`src/rtl/stage_timeline_recorder_if.sv`:
```
// Bus bundle for stage_timeline_recorder: run control, stage flag vectors, read port and status.
// The master modport belongs to whoever drives the core status; slave is the recorder.
interface stage_timeline_recorder_if #(
  parameter int NUM_INSTR  = 8,
  parameter int NUM_STAGES = 5,
  parameter int CYC_W      = 16
);
  localparam int IW = (NUM_INSTR > 1) ? $clog2(NUM_INSTR) : 1;
  localparam int SW = (NUM_STAGES > 1) ? $clog2(NUM_STAGES) : 1;

  logic                            start;
  logic                            stop;
  logic [NUM_STAGES*NUM_INSTR-1:0] stage_flags;
  logic                            rd_en;
  logic [IW-1:0]                   rd_instr;
  logic [SW-1:0]                   rd_stage;
  logic                            rd_valid;
  logic [CYC_W-1:0]                rd_cycle;
  logic                            rd_captured;
  logic [CYC_W-1:0]                cycle_count;
  logic                            running;
  logic                            all_done;
  logic                            cyc_sat;
  logic                            order_err;
  logic [IW-1:0]                   order_err_instr;

  modport master (
    output start, stop, stage_flags, rd_en, rd_instr, rd_stage,
    input  rd_valid, rd_cycle, rd_captured, cycle_count, running, all_done, cyc_sat,
           order_err, order_err_instr
  );

  modport slave (
    input  start, stop, stage_flags, rd_en, rd_instr, rd_stage,
    output rd_valid, rd_cycle, rd_captured, cycle_count, running, all_done, cyc_sat,
           order_err, order_err_instr
  );
endinterface

```
`src/rtl/stage_timeline_recorder.sv`:
```
// Records the first cycle each (instruction, stage) flag goes high and serves it via a read port.
// Optional stage-ordering checker is built only when TIMELINE_ORDER_CHECK_EN is defined.
module stage_timeline_recorder #(
  parameter int NUM_INSTR  = 8,
  parameter int NUM_STAGES = 5,
  parameter int CYC_W      = 16
) (
  input logic                   clk,
  input logic                   reset,
  stage_timeline_recorder_if.slave bus
);

  localparam int NP = NUM_INSTR * NUM_STAGES;
  localparam int FW = (NP > 1) ? $clog2(NP) : 1;
  localparam int IW = (NUM_INSTR > 1) ? $clog2(NUM_INSTR) : 1;
  localparam int SW = (NUM_STAGES > 1) ? $clog2(NUM_STAGES) : 1;

  localparam logic [1:0] ST_IDLE = 2'd0;
  localparam logic [1:0] ST_RUN  = 2'd1;
  localparam logic [1:0] ST_DONE = 2'd2;

  localparam logic [CYC_W-1:0] CYC_MAX = '1;
  localparam logic [IW:0]      NI_LIM  = (IW+1)'(NUM_INSTR);
  localparam logic [SW:0]      NS_LIM  = (SW+1)'(NUM_STAGES);

  logic [1:0]       state_q, state_d;
  logic [CYC_W-1:0] cnt_q, cnt_d;
  logic             cyc_sat_q, cyc_sat_d;
  logic             all_done_q, all_done_d;

  logic [NP-1:0]    cap_q, cap_now, cap_nxt;
  logic [CYC_W-1:0] ts_q [NP];
  logic             run_cyc;
  logic             all_last;

  logic             rd_hit;
  logic [FW-1:0]    rd_idx;
  logic             rd_valid_q;
  logic             rd_captured_q;
  logic [CYC_W-1:0] rd_cycle_q;

  // Capture is suppressed in the start cycle because start wipes the table at that edge.
  assign run_cyc  = (state_q == ST_RUN) && !bus.start;
  assign cap_now  = run_cyc ? (bus.stage_flags & ~cap_q) : '0;
  assign cap_nxt  = cap_q | cap_now;
  assign all_last = &cap_nxt[NP-1 -: NUM_INSTR];

  always_comb begin
    state_d    = state_q;
    cnt_d      = cnt_q;
    cyc_sat_d  = cyc_sat_q;
    all_done_d = all_done_q;
    if (bus.start) begin
      state_d    = ST_RUN;
      cnt_d      = '0;
      cyc_sat_d  = 1'b0;
      all_done_d = 1'b0;
    end else if (state_q == ST_RUN) begin
      if (cnt_q != CYC_MAX) begin
        cnt_d = cnt_q + CYC_W'(1);
      end
      if (cnt_d == CYC_MAX) begin
        cyc_sat_d = 1'b1;
      end
      if (all_last) begin
        state_d    = ST_DONE;
        all_done_d = 1'b1;
      end else if (bus.stop) begin
        state_d = ST_DONE;
      end
    end
  end

  always_ff @(posedge clk or posedge reset) begin
    if (reset) begin
      state_q    <= ST_IDLE;
      cnt_q      <= '0;
      cyc_sat_q  <= 1'b0;
      all_done_q <= 1'b0;
    end else begin
      state_q    <= state_d;
      cnt_q      <= cnt_d;
      cyc_sat_q  <= cyc_sat_d;
      all_done_q <= all_done_d;
    end
  end

  // Timeline table: one captured bit and timestamp per (stage, instr) pair.
  always_ff @(posedge clk or posedge reset) begin
    if (reset) begin
      cap_q <= '0;
      for (int p = 0; p < NP; p++) begin
        ts_q[p] <= '0;
      end
    end else if (bus.start) begin
      cap_q <= '0;
      for (int p = 0; p < NP; p++) begin
        ts_q[p] <= '0;
      end
    end else begin
      cap_q <= cap_nxt;
      for (int p = 0; p < NP; p++) begin
        if (cap_now[p]) begin
          ts_q[p] <= cnt_q;
        end
      end
    end
  end

  // Read port: address decode with range check, result registered one cycle later.
  always_comb begin
    rd_hit = ({1'b0, bus.rd_instr} < NI_LIM) && ({1'b0, bus.rd_stage} < NS_LIM);
    rd_idx = '0;
    if (rd_hit) begin
      rd_idx = FW'(bus.rd_stage) * FW'(NUM_INSTR) + FW'(bus.rd_instr);
    end
  end

  always_ff @(posedge clk or posedge reset) begin
    if (reset) begin
      rd_valid_q    <= 1'b0;
      rd_captured_q <= 1'b0;
      rd_cycle_q    <= '0;
    end else begin
      rd_valid_q    <= bus.rd_en;
      rd_captured_q <= 1'b0;
      rd_cycle_q    <= '0;
      if (bus.rd_en && rd_hit && cap_q[rd_idx]) begin
        rd_captured_q <= 1'b1;
        rd_cycle_q    <= ts_q[rd_idx];
      end
    end
  end

`ifdef TIMELINE_ORDER_CHECK_EN
  logic [NUM_INSTR-1:0] viol;
  logic                 order_err_q, order_err_d;
  logic [IW-1:0]        order_instr_q, order_instr_d;

  always_comb begin
    viol = '0;
    for (int i = 0; i < NUM_INSTR; i++) begin
      for (int s = 1; s < NUM_STAGES; s++) begin
        if (cap_now[s*NUM_INSTR+i] && !cap_nxt[(s-1)*NUM_INSTR+i]) begin
          viol[i] = 1'b1;
        end
      end
    end
  end

  always_comb begin
    order_err_d   = order_err_q;
    order_instr_d = order_instr_q;
    if (bus.start) begin
      order_err_d   = 1'b0;
      order_instr_d = '0;
    end else if (!order_err_q && (|viol)) begin
      order_err_d = 1'b1;
      // Descending scan so the lowest violating instruction is the one kept.
      for (int i = NUM_INSTR - 1; i >= 0; i--) begin
        if (viol[i]) begin
          order_instr_d = IW'(i);
        end
      end
    end
  end

  always_ff @(posedge clk or posedge reset) begin
    if (reset) begin
      order_err_q   <= 1'b0;
      order_instr_q <= '0;
    end else begin
      order_err_q   <= order_err_d;
      order_instr_q <= order_instr_d;
    end
  end

  assign bus.order_err       = order_err_q;
  assign bus.order_err_instr = order_instr_q;
`else
  assign bus.order_err       = 1'b0;
  assign bus.order_err_instr = '0;
`endif

  assign bus.rd_valid    = rd_valid_q;
  assign bus.rd_captured = rd_captured_q;
  assign bus.rd_cycle    = rd_cycle_q;
  assign bus.cycle_count = cnt_q;
  assign bus.running     = (state_q == ST_RUN);
  assign bus.all_done    = all_done_q;
  assign bus.cyc_sat     = cyc_sat_q;

endmodule

```
`src/flat_wrapper.sv`:
```
// flat-port wrapper written by rule: the top's interface ports become plain ports
module stage_timeline_recorder_flat 
#(
  parameter int NUM_INSTR  = 8,
  parameter int NUM_STAGES = 5,
  parameter int CYC_W      = 16
)
  (clk, reset, bus_start, bus_stop, bus_stage_flags, bus_rd_en, bus_rd_instr, bus_rd_stage, bus_rd_valid, bus_rd_cycle, bus_rd_captured, bus_cycle_count, bus_running, bus_all_done, bus_cyc_sat, bus_order_err, bus_order_err_instr);
  stage_timeline_recorder_if #(.NUM_INSTR(NUM_INSTR), .NUM_STAGES(NUM_STAGES), .CYC_W(CYC_W)) bus_i ();
  input logic clk;
  input logic reset;
  input wire logic [$bits(bus_i.start)-1:0] bus_start;
  input wire logic [$bits(bus_i.stop)-1:0] bus_stop;
  input wire logic [$bits(bus_i.stage_flags)-1:0] bus_stage_flags;
  input wire logic [$bits(bus_i.rd_en)-1:0] bus_rd_en;
  input wire logic [$bits(bus_i.rd_instr)-1:0] bus_rd_instr;
  input wire logic [$bits(bus_i.rd_stage)-1:0] bus_rd_stage;
  output wire logic [$bits(bus_i.rd_valid)-1:0] bus_rd_valid;
  output wire logic [$bits(bus_i.rd_cycle)-1:0] bus_rd_cycle;
  output wire logic [$bits(bus_i.rd_captured)-1:0] bus_rd_captured;
  output wire logic [$bits(bus_i.cycle_count)-1:0] bus_cycle_count;
  output wire logic [$bits(bus_i.running)-1:0] bus_running;
  output wire logic [$bits(bus_i.all_done)-1:0] bus_all_done;
  output wire logic [$bits(bus_i.cyc_sat)-1:0] bus_cyc_sat;
  output wire logic [$bits(bus_i.order_err)-1:0] bus_order_err;
  output wire logic [$bits(bus_i.order_err_instr)-1:0] bus_order_err_instr;
  assign bus_i.start = bus_start;
  assign bus_i.stop = bus_stop;
  assign bus_i.stage_flags = bus_stage_flags;
  assign bus_i.rd_en = bus_rd_en;
  assign bus_i.rd_instr = bus_rd_instr;
  assign bus_i.rd_stage = bus_rd_stage;
  assign bus_rd_valid = bus_i.rd_valid;
  assign bus_rd_cycle = bus_i.rd_cycle;
  assign bus_rd_captured = bus_i.rd_captured;
  assign bus_cycle_count = bus_i.cycle_count;
  assign bus_running = bus_i.running;
  assign bus_all_done = bus_i.all_done;
  assign bus_cyc_sat = bus_i.cyc_sat;
  assign bus_order_err = bus_i.order_err;
  assign bus_order_err_instr = bus_i.order_err_instr;
  stage_timeline_recorder #(.NUM_INSTR(NUM_INSTR), .NUM_STAGES(NUM_STAGES), .CYC_W(CYC_W)) u_core (.clk(clk), .reset(reset), .bus(bus_i));
endmodule
```
`config.mk`:
```
export PLATFORM = sky130hd
export DESIGN_NAME = stage_timeline_recorder_flat
export DESIGN_NICKNAME = d
export VERILOG_FILES = /design/src/rtl/stage_timeline_recorder_if.sv /design/src/rtl/stage_timeline_recorder.sv /design/src/flat_wrapper.sv
export SDC_FILE = /design/constraint.sdc
export NUM_CORES = 2
export LEC_CHECK = 0
export ABC_AREA = 1
export BUFFER_PORTS_ARGS = -buffer_cell sky130_fd_sc_hd__buf_2
export CORE_ASPECT_RATIO = 1.1
export CORE_MARGIN = 1
export CORE_UTILIZATION = 30
export CTS_CLUSTER_DIAMETER = 200
export CTS_CLUSTER_SIZE = 10
export DETAILED_ROUTE_END_ITERATION = 8
export MAX_ROUTING_LAYER = met4
export SKIP_LAST_GASP = 1
export SLEW_MARGIN = 20
export SYNTH_ARGS = -nofsm -noshare
export SYNTH_HDL_FRONTEND = slang
export SYNTH_SLANG_ARGS = --single-unit
export TNS_END_PERCENT = 10
```
`constraint.sdc`:
```
create_clock -name clk -period 61.5 [get_ports clk]
set_clock_uncertainty 0.2 [all_clocks]
set_input_delay 9.225 -clock clk [delete_from_list [all_inputs] [get_ports clk]]
set_output_delay 9.225 -clock clk [all_outputs]
set_load 0.03 [all_outputs]
```
==> flow_summary.json <==
{
  "ff2ff_path_depth": 9,
  "synthDistinctLibCells": 34,
  "nFillCells": 11500,
  "grt_pass1_wl_um": 164000,
  "synth_compound_area_share_pct": 5.19,
  "grt-ovfl-total": 0,
  "p_sw_uw": 273,
  "clkLatencyLatePin_ns": 0.64,
  "avgSynthCellArea_um2": 9.37,
  "die_area_um2": 115000,
  "hold_path_depth": 2,
  "cp_max_fo": 63,
  "cts_tree": "built",
  "multiInputGateArea_um2": 14500,
  "grt_use_total_pct": 19.0,
  "slew_headroom_pct": 27.9,
  "synth-xor-area-share_pct": 0.179,
  "synth_top_family_by_area": "simple AND/OR/NAND/NOR gates",
  "grt_pass1_vias": 25700,
  "port_buffers": 87,
  "yosys-mux-area-fraction_pct": 14.1,
  "period_minus_slack_ns": 12.99,
  "clock-root-buffer": "clkbuf_16",
  "worstPathArrival_ns": 13.29,
  "cts_buffers": 81,
  "rows": 129,
  "pwr-share-comb_pct": 10.6,
  "cts.clk_slew.worst_paths_ns": 0.05,
  "viasPerCell": 5.19,
  "cts_max_path_buffers": 3,
  "synth_seq_cells": 718,
  "worst_slew_pin_slew_ns": 1.08,
  "clock_sinks": 718,
  "p_sw_share_pct": 26.8,
  "htreeDepth": 3,
  "finalHoldViolCount": 0,
  "seq_area_frac_synth_pct": 52.5,
  "grt_max_degree": 178,
  "wl_per_cell_um": 20.9,
  "timing.fmax_mhz": 77.0,
  "vias": 26500,
  "drive_above_1_share_pct": 19.9,
  "fp.coreArea_um2": 113000,
  "regArea_um2": 18000,
  "holdPathEnd": "u_core.ts_q[422]",
  "startpoint_type": "primary input",
  "fin_total_pwr_mw": 1.02,
  "postCtsHoldBufs": 0,
  "synth_area_um2": 34200,
  "die_h_um": 356,
  "io_pins": 92,
  "dp_hpwl_um": 62500,
  "r2r_slack_ns": 57.84,
  "seqPwrFrac_pct": 47.8,
  "maxCapViolations": 0,
  "r2r-end": "u_core.ts_q[284]",
  "synthSimpleGateAreaFrac_pct": 22.3,
  "routed_wl_um": 107000,
  "synthAdderAreaFrac_pct": 0.0366,
  "r2r_start": "u_core.state_q[1]",
  "drt_iter0_drc": 2824,
  "yosys_warnings": 0,
  "outcome": "complete, no violations",
  "grt_antenna_before_repair": 19,
  "irDropWorstVdd_mv": 0.0174,
  "final_cell_mix": "nand2_1 (822), nand3_1 (773), dfrtp_1 (718)",
  "syn2layout_area_growth_pct": 10.9,
  "cts_resized": 0,
  "rsz0062_at_grt": "false",
  "start_util_pct": 30.3,
  "critical_path_class": "in2reg",
  "cts_setup_buffers": 0,
  "timing.final.crit_share_pct": 21.1,
  "post-route-drc-count": 0,
  "layout_commonest_cell": "nand2_1",
  "nets": 3634,
  "end_kind": "flop",
  "p_leak_nw": 17.6,
  "syn_inst": 3651,
  "p_per_area_nw_per_um2": 26.8,
  "die_w_um": 324,
  "dr.pass1.iters": 5,
  "intPower_uw": 745,
  "globalplace.congestion": 0.839,
  "setup_viol_count_final": 0,
  "fin_tns_setup_ns": 0,
  "pwr-share-clk_pct": 41.6,
  "postRouteAntennaNets": 0,
  "hold_class": "reg2reg",
  "hp-start": "u_core.ts_q[422]",
  "slew_violations": 0,
  "worst_ep_required_time_ns": 61.80
}
[stage by stage]
step / utilization (%) / area, µm² / std cells / hold WS (ns) / setup slack, ns
2_1_floorplan: - / 34200 / 3654 / 0.242 / 31.93
4_1_cts: 33.5 / 37800 / 5091 / 0.272 / 48.61
3_5_place_dp: 31.6 / 35700 / 5002 / 0.259 / 47.94
5_1_grt: 33.6 / 37900 / 5105 / 0.293 / 48.33
3_3_place_gp: 31.6 / 35700 / 5001 / 0.255 / 47.97
6_report: 33.6 / 37900 / 5107 / 0.272 / 48.51
[cells in the mapped netlist]
master / count / share of area (%)
xnor2_1: 1 / 0.026
nand2_1: 827 / 9.1
o31ai_1: 2 / 0.044
buf_6: 6 / 0.20
inv_2: 4 / 0.044
o211ai_1: 32 / 0.70
conb_1: 1 / 0.011
nor3_1: 2 / 0.029
a32oi_1: 15 / 0.38
clkbuf_1: 111 / 1.2
nor4_1: 1 / 0.018
o22ai_1: 5 / 0.091
nand4_1: 6 / 0.11
nor2_1: 106 / 1.2
o21ai_1: 3 / 0.044
nand3_2: 2 / 0.059
buf_1: 32 / 0.35
mux2_2: 429 / 14
a21oi_1: 100 / 1.5
o21ai_0: 159 / 2.3
nand2_4: 1 / 0.033
o211ai_2: 3 / 0.11
buf_2: 108 / 1.6
nor2_4: 1 / 0.033
clkinv_1: 8 / 0.088
nor2_2: 11 / 0.20
buf_4: 36 / 0.79
dfrtp_1: 718 / 53
nand2_2: 14 / 0.26
inv_1: 126 / 1.4
o21ai_2: 1 / 0.026
xor2_1: 6 / 0.15
ha_1: 1 / 0.037
nand3_1: 773 / 11
[final cells by class]
cell class,instances,share of cell area (%)
diodes,13,0.0857
clock buffers,83,5.44
clock inverters,6,0.198
inverters,138,1.41
multi-input cells,2505,38.1
flip-flops and latches,718,47.4
well taps,1506,4.97
repair buffers,138,2.43
[power by group through the flow]
stage	clock network, mW	logic, mW	registers, mW
finish	0.424	0.108	0.486
global route	0.450	0.118	0.487
CTS	0.433	0.108	0.486
detailed placement	0	0.108	0.494
global placement	0	0.108	0.494
floorplan	0	0.0718	0.495
[flip-flops by register name (all words and copies together), names as in the netlist]
name,flops
u_core.bus.rd_captured,1
u_core.bus.rd_valid,1
u_core.bus.rd_cycle,16
u_core.bus.cyc_sat,1
u_core.state_q,2
u_core.ts_q,640
u_core.cap_q,40
u_core.bus.cycle_count,16
u_core.bus.all_done,1
[critical path, stage by stage]
cell	delay (ns)
buf_2	0.12
o21ai_4	0.06
buf_4	0.25
nand2_4	0.46
buf_4	0.57
buf_4	0.74
buf_4	0.65
nand3_1	0.16
nand3_1	0.13
nand3_1	0.13
nand3_1	0.13
nand3_2	0.12
nand2_4	0.27
nor2_1	0.10
[kinds of logic after synthesis]
kind of cell,Yosys count
adder cells (fa/ha/maj),1
other,1
XOR/XNOR,7
flip-flops,718
AND/OR/NAND/NOR,1744
AO/OA/AOI/OAI,320
buffers and inverters,431
multiplexers,429
[per-layer routing]
metal / vias to the layer above / wire length, µm / GRT usage [%] / part of all wire, %
met1: 13200 / 48100 / 26.4 / 45
met4: 0 / 2830 / 6.18 / 2.7
met5: - / 0 / - / 0
met3: 157 / 7920 / 3.38 / 7.4
li1: 12100 / - / - / -
met2: 965 / 47700 / 27.9 / 45
[how the worst max path moves through the flow]
stage | startpoint | endpoint | slack, ns
after floorplan | reset | u_core.bus.all_done | 31.93
after global placement | bus_rd_stage[1] | u_core.bus.rd_cycle[4] | 47.97
after detailed placement | bus_rd_stage[1] | u_core.bus.rd_cycle[1] | 47.94
after CTS | bus_rd_stage[1] | u_core.bus.rd_cycle[0] | 48.61
after global routing | bus_rd_stage[1] | u_core.bus.rd_cycle[15] | 48.33
final | bus_rd_stage[1] | u_core.bus.rd_cycle[1] | 48.51
Note: power is estimated with default switching activity, not from simulation.
